### config.mk
export PLATFORM = sky130hd
export DESIGN_NAME = uart_rx_core
export DESIGN_NICKNAME = d
export VERILOG_FILES = /design/src/rtl/uart_rx_core.sv
export SDC_FILE = /design/constraint.sdc
export NUM_CORES = 1
export LEC_CHECK = 0
export CORE_MARGIN = 2
export CORE_UTILIZATION = 45
export DETAILED_ROUTE_END_ITERATION = 8
export GPL_TIMING_DRIVEN = 0
export PLACE_DENSITY = 0.65
export SYNTH_ARGS = -nofsm -noshare
export SYNTH_HDL_FRONTEND = slang
export SYNTH_SLANG_ARGS = --single-unit
export TNS_END_PERCENT = 20
### constraint.sdc
create_clock -name clk -period 4.9 [get_ports clk]
set_clock_uncertainty 0.1 [all_clocks]
set_input_delay 0.98 -clock clk [delete_from_list [all_inputs] [get_ports clk]]
set_output_delay 0.98 -clock clk [all_outputs]
set_load 0.02 [all_outputs]
### src/rtl/uart_rx_core.sv
// Oversampling UART receiver: line sync, framing FSM, deserialiser, parity/stop/break checks.
// Optional build macro UART_RX_MAJORITY_EN selects 2-of-3 majority sampling around the bit centre.
module uart_rx_core #(
  parameter int DATA_W     = 8,
  parameter int PRESCALE_W = 6
) (
  input  logic                  clk,
  input  logic                  rst,
  input  logic                  rx_in,
  input  logic [PRESCALE_W-1:0] prescale,
  input  logic                  par_en,
  input  logic                  par_odd,
  input  logic                  two_stop,
  output logic [DATA_W-1:0]     rx_data,
  output logic                  rx_valid,
  output logic                  par_err,
  output logic                  frm_err,
  output logic                  brk,
  output logic                  busy
);

  localparam int BCNT_W = $clog2(DATA_W + 1);

  typedef enum logic [2:0] {
    S_IDLE, S_START, S_DATA, S_PARITY, S_STOP1, S_STOP2
  } state_t;

  function automatic logic f_parity(input logic [DATA_W-1:0] d, input logic odd);
    return (^d) ^ odd;
  endfunction

  state_t                r_state;
  state_t                w_next;

  logic                  r_sync1;
  logic                  r_rxs;
  logic                  r_rxs_d;

  logic [PRESCALE_W-1:0] r_presc;
  logic                  r_par_en;
  logic                  r_par_odd;
  logic                  r_two_stop;

  logic [PRESCALE_W-1:0] r_edge_cnt;
  logic [BCNT_W-1:0]     r_bit_cnt;
  logic                  r_samp_mid;

  logic [DATA_W-1:0]     r_shift;
  logic                  r_glitch;
  logic                  r_par_pend;
  logic                  r_frm_pend;
  logic                  r_brk_pend;

  logic [DATA_W-1:0]     r_rx_data;
  logic                  r_rx_valid;
  logic                  r_par_err;
  logic                  r_frm_err;
  logic                  r_brk;
  logic                  r_busy;

  logic [PRESCALE_W-1:0] w_mid;
  logic [PRESCALE_W-1:0] w_mid_p1;
  logic [PRESCALE_W-1:0] w_last;
  logic                  w_dec;
  logic                  w_end;
  logic                  w_fall;
  logic                  w_bit;
  logic                  w_frm_final;
  logic                  w_brk_final;

  logic                  w_start;
  logic                  w_shift_en;
  logic                  w_par_chk;
  logic                  w_stop1_chk;
  logic                  w_stop2_chk;
  logic                  w_complete;
  logic                  w_glitch_set;

  // Two-flop synchroniser plus one delay flop for falling-edge detection
  always_ff @(posedge clk or posedge rst) begin
    if (rst) begin
      r_sync1 <= 1'b1;
      r_rxs   <= 1'b1;
      r_rxs_d <= 1'b1;
    end else begin
      r_sync1 <= rx_in;
      r_rxs   <= r_sync1;
      r_rxs_d <= r_rxs;
    end
  end

  assign w_mid    = r_presc >> 1;
  assign w_mid_p1 = w_mid + 1'b1;
  assign w_last   = r_presc - 1'b1;
  assign w_dec    = (r_edge_cnt == w_mid_p1);
  assign w_end    = (r_edge_cnt == w_last);
  assign w_fall   = r_rxs_d & ~r_rxs;

  always_ff @(posedge clk or posedge rst) begin
    if (rst) begin
      r_samp_mid <= 1'b1;
    end else if (r_edge_cnt == w_mid) begin
      r_samp_mid <= r_rxs;
    end
  end

`ifdef UART_RX_MAJORITY_EN
  logic [PRESCALE_W-1:0] w_mid_m1;
  logic                  r_samp_lo;

  function automatic logic f_majority(input logic a, input logic b, input logic c);
    return (a & b) | (a & c) | (b & c);
  endfunction

  assign w_mid_m1 = w_mid - 1'b1;

  always_ff @(posedge clk or posedge rst) begin
    if (rst) begin
      r_samp_lo <= 1'b1;
    end else if (r_edge_cnt == w_mid_m1) begin
      r_samp_lo <= r_rxs;
    end
  end

  // Third vote is the live sample at mid+1, which is also the decision cycle
  assign w_bit = f_majority(r_samp_lo, r_samp_mid, r_rxs);
`else
  assign w_bit = r_samp_mid;
`endif

  always_ff @(posedge clk or posedge rst) begin
    if (rst) begin
      r_state <= S_IDLE;
    end else begin
      r_state <= w_next;
    end
  end

  always_comb begin
    w_next = r_state;
    case (r_state)
      S_IDLE:   if (w_fall) w_next = S_START;
      S_START:  if (w_end) w_next = r_glitch ? S_IDLE : S_DATA;
      S_DATA: begin
        if (w_end && (r_bit_cnt == BCNT_W'(DATA_W))) begin
          w_next = r_par_en ? S_PARITY : S_STOP1;
        end
      end
      S_PARITY: if (w_end) w_next = S_STOP1;
      S_STOP1: begin
        if (r_two_stop) begin
          if (w_end) w_next = S_STOP2;
        end else if (w_dec) begin
          w_next = S_IDLE;
        end
      end
      S_STOP2:  if (w_dec) w_next = S_IDLE;
      default:  w_next = S_IDLE;
    endcase
  end

  always_comb begin
    w_start      = 1'b0;
    w_shift_en   = 1'b0;
    w_par_chk    = 1'b0;
    w_stop1_chk  = 1'b0;
    w_stop2_chk  = 1'b0;
    w_glitch_set = 1'b0;
    case (r_state)
      S_IDLE:   w_start      = w_fall;
      S_START:  w_glitch_set = w_dec & w_bit;
      S_DATA:   w_shift_en   = w_dec;
      S_PARITY: w_par_chk    = w_dec;
      S_STOP1:  w_stop1_chk  = w_dec;
      S_STOP2:  w_stop2_chk  = w_dec;
      default: ;
    endcase
    // Completion happens at the last stop-bit decision, leaving the rest of the bit for resync
    w_complete = (w_stop1_chk & ~r_two_stop) | w_stop2_chk;
  end

  always_ff @(posedge clk or posedge rst) begin
    if (rst) begin
      r_presc    <= '0;
      r_par_en   <= 1'b0;
      r_par_odd  <= 1'b0;
      r_two_stop <= 1'b0;
    end else if (w_start) begin
      r_presc    <= prescale;
      r_par_en   <= par_en;
      r_par_odd  <= par_odd;
      r_two_stop <= two_stop;
    end
  end

  always_ff @(posedge clk or posedge rst) begin
    if (rst) begin
      r_edge_cnt <= '0;
      r_bit_cnt  <= '0;
    end else begin
      if ((r_state == S_IDLE) || w_end) begin
        r_edge_cnt <= '0;
      end else begin
        r_edge_cnt <= r_edge_cnt + 1'b1;
      end
      if (w_start) begin
        r_bit_cnt <= '0;
      end else if (w_shift_en) begin
        r_bit_cnt <= r_bit_cnt + 1'b1;
      end
    end
  end

  // Frame shadow state; break candidacy survives only while every sampled bit is 0
  always_ff @(posedge clk or posedge rst) begin
    if (rst) begin
      r_shift    <= '0;
      r_glitch   <= 1'b0;
      r_par_pend <= 1'b0;
      r_frm_pend <= 1'b0;
      r_brk_pend <= 1'b0;
    end else if (w_start) begin
      r_shift    <= '0;
      r_glitch   <= 1'b0;
      r_par_pend <= 1'b0;
      r_frm_pend <= 1'b0;
      r_brk_pend <= 1'b1;
    end else begin
      if (w_glitch_set) begin
        r_glitch <= 1'b1;
      end
      if (w_shift_en) begin
        r_shift <= {w_bit, r_shift[DATA_W-1:1]};
      end
      if (w_par_chk && (w_bit != f_parity(r_shift, r_par_odd))) begin
        r_par_pend <= 1'b1;
      end
      if ((w_stop1_chk || w_stop2_chk) && !w_bit) begin
        r_frm_pend <= 1'b1;
      end
      if ((w_shift_en || w_par_chk || w_stop1_chk) && w_bit) begin
        r_brk_pend <= 1'b0;
      end
    end
  end

  assign w_frm_final = r_frm_pend | ~w_bit;
  assign w_brk_final = (r_state == S_STOP1) ? (r_brk_pend & ~w_bit) : r_brk_pend;

  always_ff @(posedge clk or posedge rst) begin
    if (rst) begin
      r_rx_data  <= '0;
      r_rx_valid <= 1'b0;
      r_par_err  <= 1'b0;
      r_frm_err  <= 1'b0;
      r_brk      <= 1'b0;
      r_busy     <= 1'b0;
    end else begin
      r_rx_valid <= w_complete;
      r_busy     <= (w_next != S_IDLE);
      if (w_complete) begin
        r_rx_data <= r_shift;
        r_par_err <= r_par_pend;
        r_frm_err <= w_frm_final;
        r_brk     <= w_brk_final;
      end
    end
  end

  assign rx_data  = r_rx_data;
  assign rx_valid = r_rx_valid;
  assign par_err  = r_par_err;
  assign frm_err  = r_frm_err;
  assign brk      = r_brk;
  assign busy     = r_busy;

endmodule
### Word-level counts from Yosys, hierarchy flattened

Cells that the tools add are included.

* add/subtract/negate cells: 4
* equality and inequality tests: 10
* muxes and demuxes: 30
* bitwise operators: 10
* reduce and logical (&&, ||, !) cells: 17

Operator list (count)
* 3-bit two-way mux: 8
* 3-bit one-hot mux with 6 select lines: 1
* 8-bit two-way mux: 2
* 1-bit two-way mux: 15
* 6-bit equality test: 2
* 2-bit nonzero test: 5
* 4-bit two-way mux: 2
* 8-bit parity: 1
* 5-bit by 1-bit adder with 6-bit output, second input constant: 1
* 6-bit by 1-bit adder with 6-bit output, second input constant: 1
* 3-bit by 2-bit equality test with 1-bit output, second input constant: 2
* 3-bit equality test, second input constant: 2
* 6-bit by 5-bit equality test with 1-bit output: 1
* 6-bit two-way mux: 1
* 6-bit by 1-bit subtractor with 6-bit output, second input constant: 1
* 4-bit by 1-bit adder with 4-bit output, second input constant: 1
* 1-bit AND: 4
* 4-bit equality test, second input constant: 1
* 1-bit logical AND: 4
* 1-bit logical OR: 4
* 3-bit by 1-bit equality test with 1-bit output, second input constant: 1
* 3-bit logical NOT: 1
* 1-bit inverter: 3
* 3-bit nonzero test: 1
* 5 further kinds: 6

* flip-flop bits (word level): 51
* input port bits: 12
* output and inout bits: 13

### Logic depth before layout (Yosys ltp)

Gate-level depths: netlist (run 1).

* depth in word-level cells: 8
* gate-level depth with buffers: 8
* mapped depth without buffers: 7

### Least setup slack after synthesis (run 1)

Ideal clock, no wire load.

* kind: register to register
* from: register r_presc[1]
* to: register r_state[0]
* setup time: 0.126 ns
* arrival: 2.139 ns
* required time: 4.674 ns
* slack: 2.534 ns
* cell stages (with the launch flop): 8
* buffers on the path: 0
* clock period less this slack: 2.366 ns
* cells stage by stage: dfrtp_1 > inv_1 > ha_1 > xnor2_1 > a211o_1 > nor4_2 > mux2_2 > a311o_1

* longest elaborated chain between the ends: 5
* elaborated cells on any way between the ends: 12
* classes of those cells: add/sub (2); eq/ne (2); mux (7); reduce/logical (1)

Ends and longest elaborated chain
* start, declared: RTL line 39 `logic [PRESCALE_W-1:0] r_presc;`
* start signal, assigned: RTL line 189 `r_presc <= prescale;`
* 6-bit by 1-bit subtractor with 6-bit output or 5-bit by 1-bit adder with 6-bit output (tied branches): RTL line 94, 93
* 6-bit equality test (on tied branches): RTL line 96, 95
* 3-bit two-way mux (tied with other cells): RTL line 152 `if (w_end) w_next = S_STOP2;`
* 3-bit two-way mux (on tied branches): RTL line 151, 145
* 3-bit one-hot mux with 6 select lines *: RTL line 141 `case (r_state)`
* net w_next[0]: RTL line 33 `state_t w_next;`
* end signal, assigned: RTL line 135 `r_state <= w_next;`
* end, declared: RTL line 32 `state_t r_state;`

Mark *: on every way through the listed nets, which the timed path passes. The rest lies on a longest branch.
A chain may end at the register's enable or synchronous reset.

### Final worst setup path (run 1)

Ends and elaborated chain as after synthesis.

==> results.txt, run 1 <==
Worst hold path depth: 0
Final Setup Violations: 0
Finished Cell Area: 3160 um2
Total track usage: 16.6%
Nets: 304
R2R Path End: r_state[0]$_DFF_PP0_
Drt drc: 0
First-pass GRT wire length: 8.25 mm
Placement row count: 28
Initial antenna violation count: 0
Final Max Tran Viols: 0
Initial DRT Pass Iterations: 4
P&R area growth vs syn: 17.2%
Largest family of logic cells by synthesized area: simple AND/OR/NAND/NOR gates
Commonest non-fill, non-tap cell in the layout: dfrtp_1
Mux share of post-synthesis cell area: 10.6%
Seq/Total Area, Yosys: 47.6%
Commonest cells after routing, fill and taps aside: 47 x dfrtp_1, 39 x nand2_1, 24 x clkdlybuf4s50_1
CTS Buffer Depth: 2
Setup CP Type: flip-flop to flip-flop
Leading area contributor after synthesis: dfrtp_1
CTS sink count: 51
Complex-gate fraction of the synthesized area: 6.46%
Hold EP: r_rxs$_DFF_PP1_
Routed Antenna Nets: 0
Ys Warns: 0
GR Util met1: 23.4%
Pwr/cell area: 490 nW/um2
Max FO, Critical Path: 5
CTS Buf Count: 5
Worst Path Required: 4.99 ns
Layout cell share with drive strength beyond 1: 12.9%
Gpl congestion: 0.794
Setup TNS: 0 ns
Worst R2R Setup Slack: 2.20 ns
Core area: 5850 um2
I/O pins: 25
Slew HR: 62.6%
Peak Freq: 371 MHz
Die ar.: 6620 um2
Syn Nets: 272
Synthesized area: 2690 um2
IO Port Bufs: 24
Pin count of the biggest net entering global routing: 34
Arr. time, crit path: 2.79 ns
Post-CTS setup buffers: 0
Slew @ Worst Pin: 0.557 ns
Shortest period the worst path allows: 2.70 ns
Status: complete, no violations
N_diodes: 0
Worst setup EP type: flip-flop
DP HPWL: 3.63 mm
Final Cycle Share: 55.1%
Top cell type's share of synthesized area: 43.7%
Hold path startpoint: r_sync1$_DFF_PP1_
Startpoint types: flip-flop
Post-CTS Hold Buffers: 0
Initial Util: 46.0%
Synthesized netlist cell count: 254
Reg2Reg Depth: 7
Post-Synth Adder-Cell Area: 2.79%
Routed WL: 5.09 mm
FF-to-FF Start: r_presc[1]$_DFFE_PP0P_
Final Hold Fails: 0
Worst hold-check path type: flip-flop to flip-flop
Total grt overflow: 0
Vias in the first global route: 1680
Peak supply drop: 0.211 mV
Via count: 1831
Pleak: 1.41 nW
Power, Total: 1.55 mW
Root buffer cell: clkbuf_8
Die W: 81.4 um
Synth Area in Simple Gates: 18.1%
CTS tree: done
H-tree levels: 2
Clk_lat worst skew: 0.31 ns
Largest cells by area after synthesis: dfrtp_1 44%, xnor2_1 7.2%, nand2_1 5.4%
Met2 usage: 25.5%
Finished Core Util: 54.0%
Busiest layer in global routing: met2
Met3 usage: 3.44%
Clk slew on worst S/H paths: 0.10 ns
Post-synth EDFFs: 0
Synth cell types: 45
Dpl cell area: 3050 um2
Post-DR vias/cell: 5.06
Main flop type after synthesis: dfrtp_1
RSZ-0062 raised after global routing: false
CTS resizes: 0
Die Y: 81.4 um
DRT iter0 DRCs: 94
DR WL/cell: 14.1 um
Max_cap viols: 0
Yosys reg bits: 51
Syn Area/Cell: 10.6 um2
XOR/XNOR Fraction of Synth Area: 9.62%
Synth async-reset ratio: 100%
==> critical path, cell delays in order, from the launching register on <==
cell and delay, ns:
dfrtp_1 0.45, inv_1 0.11, ha_1 0.30, xnor2_1 0.13, a211o_1 0.28, nor4_2 0.55
mux2_2 0.39, a311o_1 0.27
==> cells by family (layout without fill, tap and decap cells) <==
group | count (synthesis) | after routing
buffers and inverters | 28 | 61
flip-flops | 51 | 51
multiplexers | 24 | 24
AND/OR/NAND/NOR | 92 | 92
AO/OA/AOI/OAI | 25 | 25
adder cells (fa/ha/maj) | 6 | 6
XOR/XNOR | 28 | 28
==> registers in the layout, indices dropped and copies added (netlist names), 3 cells and up <==
register    cells
r_shift         8
r_edge_cnt      6
r_state         3
rx_data         8
r_bit_cnt       4
r_presc         6
==> per-layer routing <==
layer | vias up | part of all wire, %
met3 | 6 | 2.9
li1 | 916 | -
met4 | 0 | 1.4
met5 | - | 0
met1 | 886 | 50
met2 | 23 | 46
==> layout make-up <==
type / count / area, um2
buffer: 11 / 66.3
clock buffer: 6 / 72.6
clock inverter: 2 / 37.5
fill: 525 / 2690
inverter: 17 / 63.8
multi-input combinational: 175 / 1280
sequential: 51 / 1280
tap: 75 / 93.8
timing repair buffer: 25 / 260
==> worst max path at each step <==
stage / endpoint / depth (start not counted) / from / slack (ns)
floorplan: r_state[0]$_DFF_PP0_ / 7 / r_presc[1]$_DFFE_PP0P_ / 2.53
global placement: r_glitch$_DFFE_PP0P_ / 2 / rst / 1.60
detailed placement: r_state[0]$_DFF_PP0_ / 7 / r_presc[1]$_DFFE_PP0P_ / 2.25
CTS: r_state[0]$_DFF_PP0_ / 7 / r_presc[1]$_DFFE_PP0P_ / 2.22
global route: r_state[0]$_DFF_PP0_ / 7 / r_presc[1]$_DFFE_PP0P_ / 2.11
finish: r_state[0]$_DFF_PP0_ / 7 / r_presc[1]$_DFFE_PP0P_ / 2.20
==> metrics by stage <==
stage	worst slack, ns	cells	hold slack (ns)
floorplan	2.53	254	0.245
global placement	1.60	353	0.247
detailed placement	2.25	354	0.248
CTS	2.22	362	0.261
global route	2.11	362	0.267
finish	2.20	362	0.260
==> power breakdown <==
part	leakage (nW)	switching, mW	internal [mW]
sequential	0.664	0.0898	0.509
combinational	0.690	0.356	0.295
clock	0.0514	0.143	0.153
==> cell usage after synthesis, types with 2 or more instances <==
cell type and instances:
nor2_1 16, dfrtp_1 47, nor4b_1 2, xnor2_1 22, nor2b_1 4, and4_1 2, nand2b_1 5, nor4b_4 2
ha_1 6, clkbuf_1 6, mux2_4 8, o31ai_1 2, o21ai_0 11, mux2i_1 12, a211o_1 2, nand2_1 39
a41oi_1 2, inv_1 17, buf_2 2, nand3_1 5, mux2_2 4, a22oi_1 2, nand4_1 4, xor2_1 5
nor3_1 4, dfstp_2 4
No activity file was read; power rests on OpenSTA's default activity.
==> run 2, diff against run 1 <==
Clock period 4.9 ns to 2.7 ns, I/O delays scaled along.
==> results.txt, run 2 (same netlist as run 1, synthesis figures left out) <==
Die ar.: 6620 um2
Crit path to: r_state[0]$_DFF_PP0_
H-tree levels: 2
N_diodes: 0
Placement row count: 28
Initial Util: 46.0%
Post-CTS Hold Buffers: 0
CTS tree: done
Clk slew on worst S/H paths: 0.10 ns
Total track usage: 16.6%
Peak Freq: 387 MHz
Routed WL: 5.16 mm
Setup CP Type: flip-flop to flip-flop
Total grt overflow: 0
Slew HR: 64.5%
DR WL/cell: 14.3 um
Power, Total: 2.84 mW
DRT iter0 DRCs: 101
Finished Core Util: 54.1%
Layout cell share with drive strength beyond 1: 13.2%
CTS Buffer Depth: 2
Nets: 304
Finished Cell Area: 3170 um2
Crit. Startpoint: r_presc[1]$_DFFE_PP0P_
Via count: 1832
Worst setup EP type: flip-flop
CTS sink count: 51
Final Cycle Share: 95.8%
Pleak: 1.41 nW
Pin count of the biggest net entering global routing: 34
P&R area growth vs syn: 17.6%
Worst Path Required: 2.79 ns
Gpl congestion: 0.794
Non-filler instance count after layout: 362
Worst R2R Setup Slack: 0.11 ns
FF-to-FF Start: r_presc[1]$_DFFE_PP0P_
Final Setup Violations: 0
Die W: 81.4 um
Dpl cells: 354
Slowest-stage cell, CP: dfrtp_1
Max_cap viols: 0
RSZ-0062 raised after global routing: false
Drt drc: 0
Crit path cell chain: inv_1, ha_1, xnor2_1, a211o_1, nor4_4, mux2_2, a311o_1
Worst hold-check path type: flip-flop to flip-flop
Shortest period the worst path allows: 2.59 ns
IO Port Bufs: 24
Startpoint types: flip-flop
I/O pins: 25
Peak supply drop: 0.381 mV
Post-DR vias/cell: 5.06
Commonest non-fill, non-tap cell in the layout: dfrtp_1
Area occupied by multi-input gates: 1290 um2
Slew @ Worst Pin: 0.528 ns
Arr. time, crit path: 2.67 ns
Fillers: 523
First-pass GRT wire length: 8.25 mm
DP HPWL: 3.63 mm
Vias in the first global route: 1680
Commonest cells after routing, fill and taps aside: 46 x dfrtp_1, 39 x nand2_1, 24 x clkdlybuf4s50_1
Root buffer cell: clkbuf_8
Initial antenna violation count: 0
Status: complete, no violations
Final Max Tran Viols: 0
R2R Path End: r_state[0]$_DFF_PP0_
Routed Antenna Nets: 0
Critical Path Max Stage Delay: 0.45 ns
Reg2Reg Depth: 7
Pwr/cell area: 898 nW/um2
Dpl cell area: 3050 um2
Setup TNS: 0 ns
Max FO, Critical Path: 5
Initial DRT Pass Iterations: 4
Die Y: 81.4 um
Clk_lat worst skew: 0.31 ns
Final Hold Fails: 0
Register Area: 1280 um2
Core area: 5850 um2
CTS Buf Count: 5
## run 2: cell count changes in the layout (fill, tap and decap cells not counted)
cell     previous run  this run
o21ai_1             0         1
nor4_2              1         0
dfrtp_1            47        46
nor4_4              0         1
dfrtp_2             0         1
o21ai_0            11        10
## run 2: through the flow
stage / worst slack [ns] / hold slack (ns)
6_report: 0.115 / 0.260
5_1_grt: 0.0145 / 0.267
4_1_cts: 0.0241 / 0.261
3_5_place_dp: 0.0467 / 0.248
3_3_place_gp: -0.161 / 0.247
2_1_floorplan: 0.334 / 0.245
## run 2: repair_timing
item / 4_1_cts / 5_1_grt
setup endpoints to repair: 0 / 9
buffers inserted: 0 / 0
hold endpoints to repair: 0 / 0
gates resized for setup: 0 / 3
## run 2: final cells by class
class	count	area share [%]
Multi-Input combinational cell	175	40.7
Inverter	17	2.02
Timing Repair Buffer	25	8.22
Clock inverter	2	1.19
Buffer	11	2.09
Tap cell	75	2.96
Clock buffer	6	2.29
Sequential cell	51	40.5
## run 2: power by group
part           total (mW)  switching, mW  internal (mW)
Combinational        1.22          0.678          0.539
Clock               0.536          0.259          0.277
Sequential           1.09          0.165          0.926
Total                2.84           1.10           1.74
## run 2: routing by layer
metal	vias up	global-route usage [%]	part of all wire [%]
met3	6	3.44	3.2
li1	914	-	-
met2	27	25.5	46
met1	885	23.4	49
met4	0	5.59	1.4
met5	-	0	0
## run 2: critical path, delay by kind of cell, from the launching register on
family	cells	cell delay, ns
AOI/OAI and AO/OA	2	0.57
xor gates and xnor gates	1	0.13
adders and majority gates	1	0.30
DFF	1	0.45
muxes	1	0.38
buffers and inverters	1	0.11
and+or+nand+nor	1	0.42
## run 2: worst min path at each step
stage | cells past startpoint | from | end | slack, ns
6_report | 0 | r_sync1$_DFF_PP1_ | r_rxs$_DFF_PP1_ | 0.26
5_1_grt | 0 | r_sync1$_DFF_PP1_ | r_rxs$_DFF_PP1_ | 0.27
3_3_place_gp | 0 | r_sync1$_DFF_PP1_ | r_rxs$_DFF_PP1_ | 0.25
3_5_place_dp | 0 | r_sync1$_DFF_PP1_ | r_rxs$_DFF_PP1_ | 0.25
2_1_floorplan | 0 | r_sync1$_DFF_PP1_ | r_rxs$_DFF_PP1_ | 0.25
4_1_cts | 0 | r_sync1$_DFF_PP1_ | r_rxs$_DFF_PP1_ | 0.26
